===== config.mk =====
export PLATFORM = sky130hd
export DESIGN_NAME = mem_bus_arbiter
export DESIGN_NICKNAME = d
export VERILOG_FILES = /design/src/rtl/mem_bus_arbiter.sv
export SDC_FILE = /design/constraint.sdc
export NUM_CORES = 1
export LEC_CHECK = 0
export ABC_AREA = 0
export ABC_CLOCK_PERIOD_IN_PS = 2440
export CORE_ASPECT_RATIO = 1.4
export CORE_MARGIN = 10
export CORE_UTILIZATION = 43
export CTS_BUF_LIST = sky130_fd_sc_hd__clkbuf_16
export DETAILED_ROUTE_END_ITERATION = 12
export PLACE_DENSITY = 0.79
export SLEW_MARGIN = 30
export SYNTH_ARGS = -nofsm -noshare
export SYNTH_HDL_FRONTEND = slang
export SYNTH_SLANG_ARGS = --single-unit

===== constraint.sdc =====
create_clock -name clk -period 2.44 [get_ports clk]
set_clock_uncertainty 0.05 [all_clocks]
set_input_delay 0.488 -clock clk [delete_from_list [all_inputs] [get_ports clk]]
set_output_delay 0.488 -clock clk [all_outputs]
set_load 0.05 [all_outputs]

===== src/rtl/mem_bus_arbiter.sv =====
// mem_bus_arbiter: shares one external memory port between the fetch and
// data requesters; registered outputs, IDLE/ACCESS/RESP FSM with timeout.
module mem_bus_arbiter #(
  parameter int unsigned MAX_WAIT   = 15,
  parameter logic [1:0]  FETCH_SIZE = 2'b00
) (
  input  logic        clk,
  input  logic        rst,
  input  logic        i_req,
  input  logic [31:0] i_addr,
  output logic [31:0] i_rdata,
  output logic        i_ack_n,
  input  logic        d_req,
  input  logic        d_write,
  input  logic [1:0]  d_size,
  input  logic [31:0] d_addr,
  input  logic [31:0] d_wdata,
  output logic [31:0] d_rdata,
  output logic        d_ack_n,
  output logic        m_mreq,
  output logic        m_write,
  output logic [1:0]  m_size,
  output logic [31:0] m_addr,
  output logic [31:0] m_wdata,
  input  logic [31:0] m_rdata,
  input  logic        m_ack_n,
  output logic        bus_err
);

  typedef enum logic [1:0] {
    IDLE   = 2'd0,
    ACCESS = 2'd1,
    RESP   = 2'd2
  } state_t;

  localparam logic       GNT_I    = 1'b0;
  localparam logic       GNT_D    = 1'b1;
  localparam logic [7:0] WAIT_LIM = 8'(MAX_WAIT);

  state_t      state;
  state_t      state_nxt;

  // last_grant doubles as the owner of the access in flight
  logic        last_grant;
  logic        grant_nxt;
  logic        pick_data;

  logic [7:0]  cnt;
  logic [7:0]  cnt_nxt;
  logic [7:0]  cnt_inc;
  logic        timeout;

  logic        mreq_nxt;
  logic        write_nxt;
  logic [1:0]  size_nxt;
  logic [31:0] addr_nxt;
  logic [31:0] wdata_nxt;
  logic [31:0] irdata_nxt;
  logic [31:0] drdata_nxt;
  logic        iack_nxt;
  logic        dack_nxt;
  logic        err_nxt;

  // pick the requester: a lone request wins, a tie goes opposite last_grant
  always_comb begin
    pick_data = 1'b0;
    unique case (1'b1)
      (d_req && i_req):  pick_data = (last_grant == GNT_I);
      (d_req && !i_req): pick_data = 1'b1;
      default:           pick_data = 1'b0;
    endcase
  end

  // saturating wait counter and abort condition
  always_comb begin
    cnt_inc = (cnt == 8'hFF) ? cnt : cnt + 8'd1;
    timeout = (cnt_inc >= WAIT_LIM);
  end

  // state register and all registered outputs
  always_ff @(posedge clk) begin
    if (rst) begin
      state      <= IDLE;
      last_grant <= GNT_I;
      cnt        <= 8'd0;
      m_mreq     <= 1'b0;
      m_write    <= 1'b0;
      m_size     <= 2'b00;
      m_addr     <= 32'h0;
      m_wdata    <= 32'h0;
      i_rdata    <= 32'h0;
      d_rdata    <= 32'h0;
      i_ack_n    <= 1'b1;
      d_ack_n    <= 1'b1;
      bus_err    <= 1'b0;
    end else begin
      state      <= state_nxt;
      last_grant <= grant_nxt;
      cnt        <= cnt_nxt;
      m_mreq     <= mreq_nxt;
      m_write    <= write_nxt;
      m_size     <= size_nxt;
      m_addr     <= addr_nxt;
      m_wdata    <= wdata_nxt;
      i_rdata    <= irdata_nxt;
      d_rdata    <= drdata_nxt;
      i_ack_n    <= iack_nxt;
      d_ack_n    <= dack_nxt;
      bus_err    <= err_nxt;
    end
  end

  // next-state logic
  always_comb begin
    state_nxt = state;
    unique case (state)
      IDLE: begin
        if (i_req || d_req) begin
          state_nxt = ACCESS;
        end
      end
      ACCESS: begin
        if (!m_ack_n || timeout) begin
          state_nxt = RESP;
        end
      end
      RESP:    state_nxt = IDLE;
      default: state_nxt = IDLE;
    endcase
  end

  // next values of the registered outputs
  always_comb begin
    mreq_nxt   = m_mreq;
    write_nxt  = m_write;
    size_nxt   = m_size;
    addr_nxt   = m_addr;
    wdata_nxt  = m_wdata;
    irdata_nxt = i_rdata;
    drdata_nxt = d_rdata;
    iack_nxt   = 1'b1;
    dack_nxt   = 1'b1;
    err_nxt    = 1'b0;
    cnt_nxt    = cnt;
    grant_nxt  = last_grant;
    unique case (state)
      IDLE: begin
        if (i_req || d_req) begin
          mreq_nxt  = 1'b1;
          grant_nxt = pick_data ? GNT_D : GNT_I;
          cnt_nxt   = 8'd0;
          if (pick_data) begin
            write_nxt = d_write;
            size_nxt  = d_size;
            addr_nxt  = d_addr;
            wdata_nxt = d_wdata;
          end else begin
            write_nxt = 1'b0;
            size_nxt  = FETCH_SIZE;
            addr_nxt  = i_addr;
          end
        end
      end
      ACCESS: begin
        if (!m_ack_n) begin
          mreq_nxt  = 1'b0;
          write_nxt = 1'b0;
          if (last_grant == GNT_D) begin
            drdata_nxt = m_rdata;
            dack_nxt   = 1'b0;
          end else begin
            irdata_nxt = m_rdata;
            iack_nxt   = 1'b0;
          end
        end else begin
          cnt_nxt = cnt_inc;
          if (timeout) begin
            mreq_nxt  = 1'b0;
            write_nxt = 1'b0;
            err_nxt   = 1'b1;
            if (last_grant == GNT_D) begin
              drdata_nxt = 32'h0;
              dack_nxt   = 1'b0;
            end else begin
              irdata_nxt = 32'h0;
              iack_nxt   = 1'b0;
            end
          end
        end
      end
      RESP: begin
        cnt_nxt = cnt;
      end
      default: begin
        cnt_nxt = cnt;
      end
    endcase
  end

endmodule


[Word-level counts from Yosys, hierarchy flattened]
Cells that the tools add are included.
Storage, ports and cells
  register bits after elaboration: 146
  input port bits: 136
  output and inout bits: 135
  logic and storage cells: 79
Operators by class
  $add $sub $neg: 1
  magnitude comparators: 1
  equality and inequality tests: 10
  muxes and demuxes: 33
  bitwise operators: 3
  reductions and logical operators: 18
Operators with widths (count)
  $mux 32: 9
  $mux 8: 3
  $pmux 8 s2: 1
  $mux 1: 13
  $ne 2x2->1 const B: 6
  $reduce_and 3->1: 3
  $add 8x1->8 const B: 1
  $eq 8x8->1 const B: 1
  $ge 8x4->1 const B: 1
  $reduce_and 4->1: 2
  $mux 2: 3
  $pmux 1 s2: 3
  $pmux 2 s2: 1
  $reduce_and 2->1: 2
  $reduce_bool 2->1: 2
  $ne 3x3->1 const B: 1
  $not 1->1: 3
  $reduce_or 3->1: 1
  $eq 2x1->1 const B: 1
  $logic_and 1x1->1: 2
  $logic_not 1->1: 2
  $logic_not 2->1: 1
  $logic_or 1x1->1: 2
  $ne 2x1->1 const B: 1
  $reduce_or 2->1: 1

[Logic depth before layout (Yosys ltp)]
  depth after elaboration: 6
  gate-level depth with buffers: 9
  mapped depth without buffers: 6

[Worst setup path before layout]
Ideal clock, no wire load.
  path kind: register to register
  start point: register cnt[0]
  end point: register i_rdata[0]
  library setup time: 70 ps
  arrival time: 2043 ps
  required time: 2320 ps
  path slack: 277 ps
  cell stages (with the launch flop): 10
  buffers on the path: 3
  clock period less this slack: 2163 ps
  path through: dfxtp_1 ha_1 buf_2 and4_4 a21o_1 a2111oi_4 buf_4 buf_6 nand4_1 a21oi_1
On the way
  word-level cells in the longest chain between the ends: 5
  elaborated cells on any way between the ends: 7
  those cells by class: add/sub (1); order compare (1); eq/ne (3); mux (1); reduce/logical (1)
RTL lines
  start, declared: RTL line 48  | logic [7:0] cnt;
  start signal, assigned: RTL line 99  | cnt <= cnt_nxt;
  $add 8x1->8 or $eq 8x8->1 (tied branches): RTL line 76  | cnt_inc = (cnt == 8'hFF) ? cnt : cnt + 8'd1;
  $mux 8 *: RTL line 76
  $ge 8x4->1 *: RTL line 77  | timeout = (cnt_inc >= WAIT_LIM);
  $ne 2x2->1 (no line) or $ne 2x1->1 (tied branches)
  $reduce_and 4->1 (no line) *
  end signal, assigned: RTL line 105  | i_rdata <= irdata_nxt;
  end, declared: RTL line 11  | output logic [31:0] i_rdata,
Mark *: on every way between the ends. The rest lies on a longest branch, timed or not.
A chain may end at the register's enable or synchronous reset.

[Worst setup path in the final report]
  start point: register cnt[1]
  end point: register i_rdata[13]
The elaborated chain is that of the path after synthesis.

==> run metrics <==
outcome=completed; min-delay worst type=primary input to register; Slew Limit Fails=0; #FFs+latches synth=146; H-Tree Depth=4; Sink Count=between 100 and 150; CTS tree=yes; fmax=0.4494 GHz; Placed Cells=between 1000 and 1500; GRT Max-Usage Layer=met2; Rel. slew slack=between 50% and 60%; setup violators final=0; number of port buffers=270; Ys Warns=0; Avg Inst Size Synth=around 8 sq um; DR DRC count=0; Num CTS Buffers=17; syn_nets=924; sequential fraction of the synthesis area=between 40% and 50%; GR Util met2=approximately a third; Starting DRT DRC Count=586; hold_ws=approximately 0.28 ns; initial antenna violation count=2; pwr dens=750.8 mW/mm^2; utilization after layout=68.21%; GRT overflow=0; vias per std cell=5.366; clk buf depth=2; setup TNS=0 ns; area of the multi-input gates=0.003124 sq mm; Die W=122.7 microns; cell count after synthesis=787; standby leakage power=3.525 nW; critical-path cell list=ha_1, and4_4, nand4b_1, a2111oi_4, buf_12, buf_12, nand4_1, a21oi_1; M1 GR Usage=23.47%; Peak VDD IR=roughly 0.00039 V; Die Y=163.7 microns; All-Layer GR Usage=20.89%; post-synthesis simple-gate area fraction=22.84%; # Max-Cap Violations=0; xor/xnor share of the synthesized area=0.1380%; Ports=271; HPWL Detailed=15940 microns; crit-path max FO=44; via count=6568; met3 usage=about 8%; Skew-Pair Late Insertion Delay=0.41 ns; top cells by area, synth=dfxtp_1, a21oi_1, nand4_1; Synth area leader=dfxtp_1; ANT nets after route=0; RSZ-0062 raised after global routing=no; Async S/R FF share, synth=0%; CP Launch Type=register; unique cell type count in the Yosys netlist=40; Fillers=1211; CP Capture Type=register; clock-pin slew on the worst setup and hold paths=around 0.060 ns; total wire length=21920 microns; die footprint=0.02008 sq mm; Finished Layout Cells=around 1200; per-cell routed wire length=roughly 18 microns; max incr delay on CP=0.38 ns; critical path's most frequent cell=buf_12; Final Hold Viols=0; first-pass GRT wire length=around 34000 microns; # Post-CTS Setup Buffers=0; Period minus WS final=2.225 ns; pin count of the biggest net entering global routing=98; Reg area=0.002924 sq mm; CP Data Arrival Time=2.51 ns; area share of the largest cell type after synthesis=46.07%; gpl congestion=~0.8; worst slew pin tran=0.6493 ns; root buffer cell=clkbuf_16; largest family of logic cells by synthesized area=simple AND/OR/NAND/NOR gates; Layout area overhead=55.28%; CP required=2.73 ns; # rows=52; starting density of the core=43.93%; layout net count=between 1000 and 1500; synthesized area=0.006345 sq mm; Synth Area in Adders=0.1972%; CP Class=register to register; number of flops mapped to enable cells by yosys=0; vias in the first global route=6338; main flop type after synthesis=dfxtp_1; multiplexer share of the synthesized area=5.048%; Crit-path slowest cell=dfxtp_1; Synth Area in Compound Gates=20.45%; drt pass-1 iters=5; share of cells above drive strength 1=6.093%; Final period util=91.19%; Core Area=0.01444 sq mm
sequential cells by signal, indices dropped and copies added (netlist names):
| register | count |
|---|---|
| m_write | 1 |
| d_ack_n | 1 |
| i_ack_n | 1 |
| i_rdata | 32 |
| last_grant | 1 |
| m_wdata | 32 |
| d_rdata | 32 |
| m_size | 2 |
| state | 2 |
| bus_err | 1 |
| cnt | 8 |
| m_addr | 32 |
| m_mreq | 1 |
cells by family (layout without fill, tap and decap cells):
| logic type | after synthesis | in the layout |
|---|---|---|
| mux | 32 | 32 |
| flops | 146 | 146 |
| fa+ha+maj | 1 | 1 |
| buf+inv | 79 | 326 |
| xor+xnor | 1 | 1 |
| simple gates | 299 | 299 |
| other cells | 0 | 1 |
| compound gates | 229 | 229 |
worst max-delay path: cells and delay by family (launching register included):
family / cells / cell delay (ns)
AOI/OAI and AO/OA: 2 / 0.56
adders and majority gates: 1 / 0.24
DFF: 1 / 0.38
and+or+nand+nor: 3 / 0.54
buffers and inverters: 2 / 0.37
report_power, final:
group	internal (mW)	total, mW	switching, mW
logic	0.787	2.09	1.31
registers	2.60	2.74	0.138
clock network	1.51	2.56	1.05
synth_stat cells (4+ instances only):
cell type    n
nor2_1      74
dfxtp_1    146
nand3_1      4
clkbuf_1    56
a211oi_1    34
buf_1        8
nand2b_1    33
buf_2        9
a21oi_1    138
and3_1       4
nand2_1    101
nand4_1     67
mux2i_1     32
o21ai_0     38
layout make-up:
class / count / share of cell area, %
well taps: 189 / 2.400
flip-flops and latches: 146 / 29.68
multi-input cells: 562 / 31.71
diodes: 1 / 0.02540
clock buffers: 17 / 4.318
repair buffers: 292 / 30.18
clock inverters: 15 / 1.613
inverters: 2 / 0.07620
metal layers:
| metal | vias up | wire (microns) |
|---|---|---|
| li1 | 3268 | - |
| met1 | 3001 | 8402 |
| met2 | 271 | 10890 |
| met3 | 26 | 2126 |
| met4 | 2 | 482 |
| met5 | - | 13 |
worst paths after layout:
path,start,end,slack (ns),cells past startpoint
worst max-delay path,cnt[1],i_rdata[13],0.21,8
worst min-delay path,rst,m_addr[3],0.28,2
worst max register to register,cnt[1],i_rdata[13],0.21,8
worst min register to register,m_wdata[14],m_wdata[14],0.40,2
metrics by stage:
step | cell area, sq um | power (mW) | setup slack (ns)
floorplan | 6345 | 4.049 | 0.2769
global placement | 9258 | 4.870 | 0.2704
detailed placement | 9258 | 4.894 | 0.2074
CTS | 9842 | 7.453 | 0.1697
global route | 9852 | 7.688 | 0.05967
finish | 9852 | 7.397 | 0.2149
placed cells by master, fill, tap and decap left out, drive strengths merged, types with 3 or more instances in the layout:
master / count
clkdlybuf4s50: 268
clkinv: 8
mux2i: 32
clkbuf: 17
nand2b: 33
and3: 4
a211oi: 34
nand3: 5
a31oi: 3
nand4: 67
a22oi: 3
dfxtp: 146
and2: 3
nand2: 101
a21oi: 138
buf: 24
nor2: 74
inv: 5
o21ai: 38
nor3b: 3
what timing repair did:
item | CTS | global route
hold endpoints to repair | 0 | 0
gates resized for setup | 0 | 2
endpoints found under the setup margin | 0 | 2
hold buffers | 0 | 0
No activity file was read; power rests on OpenSTA's default activity.
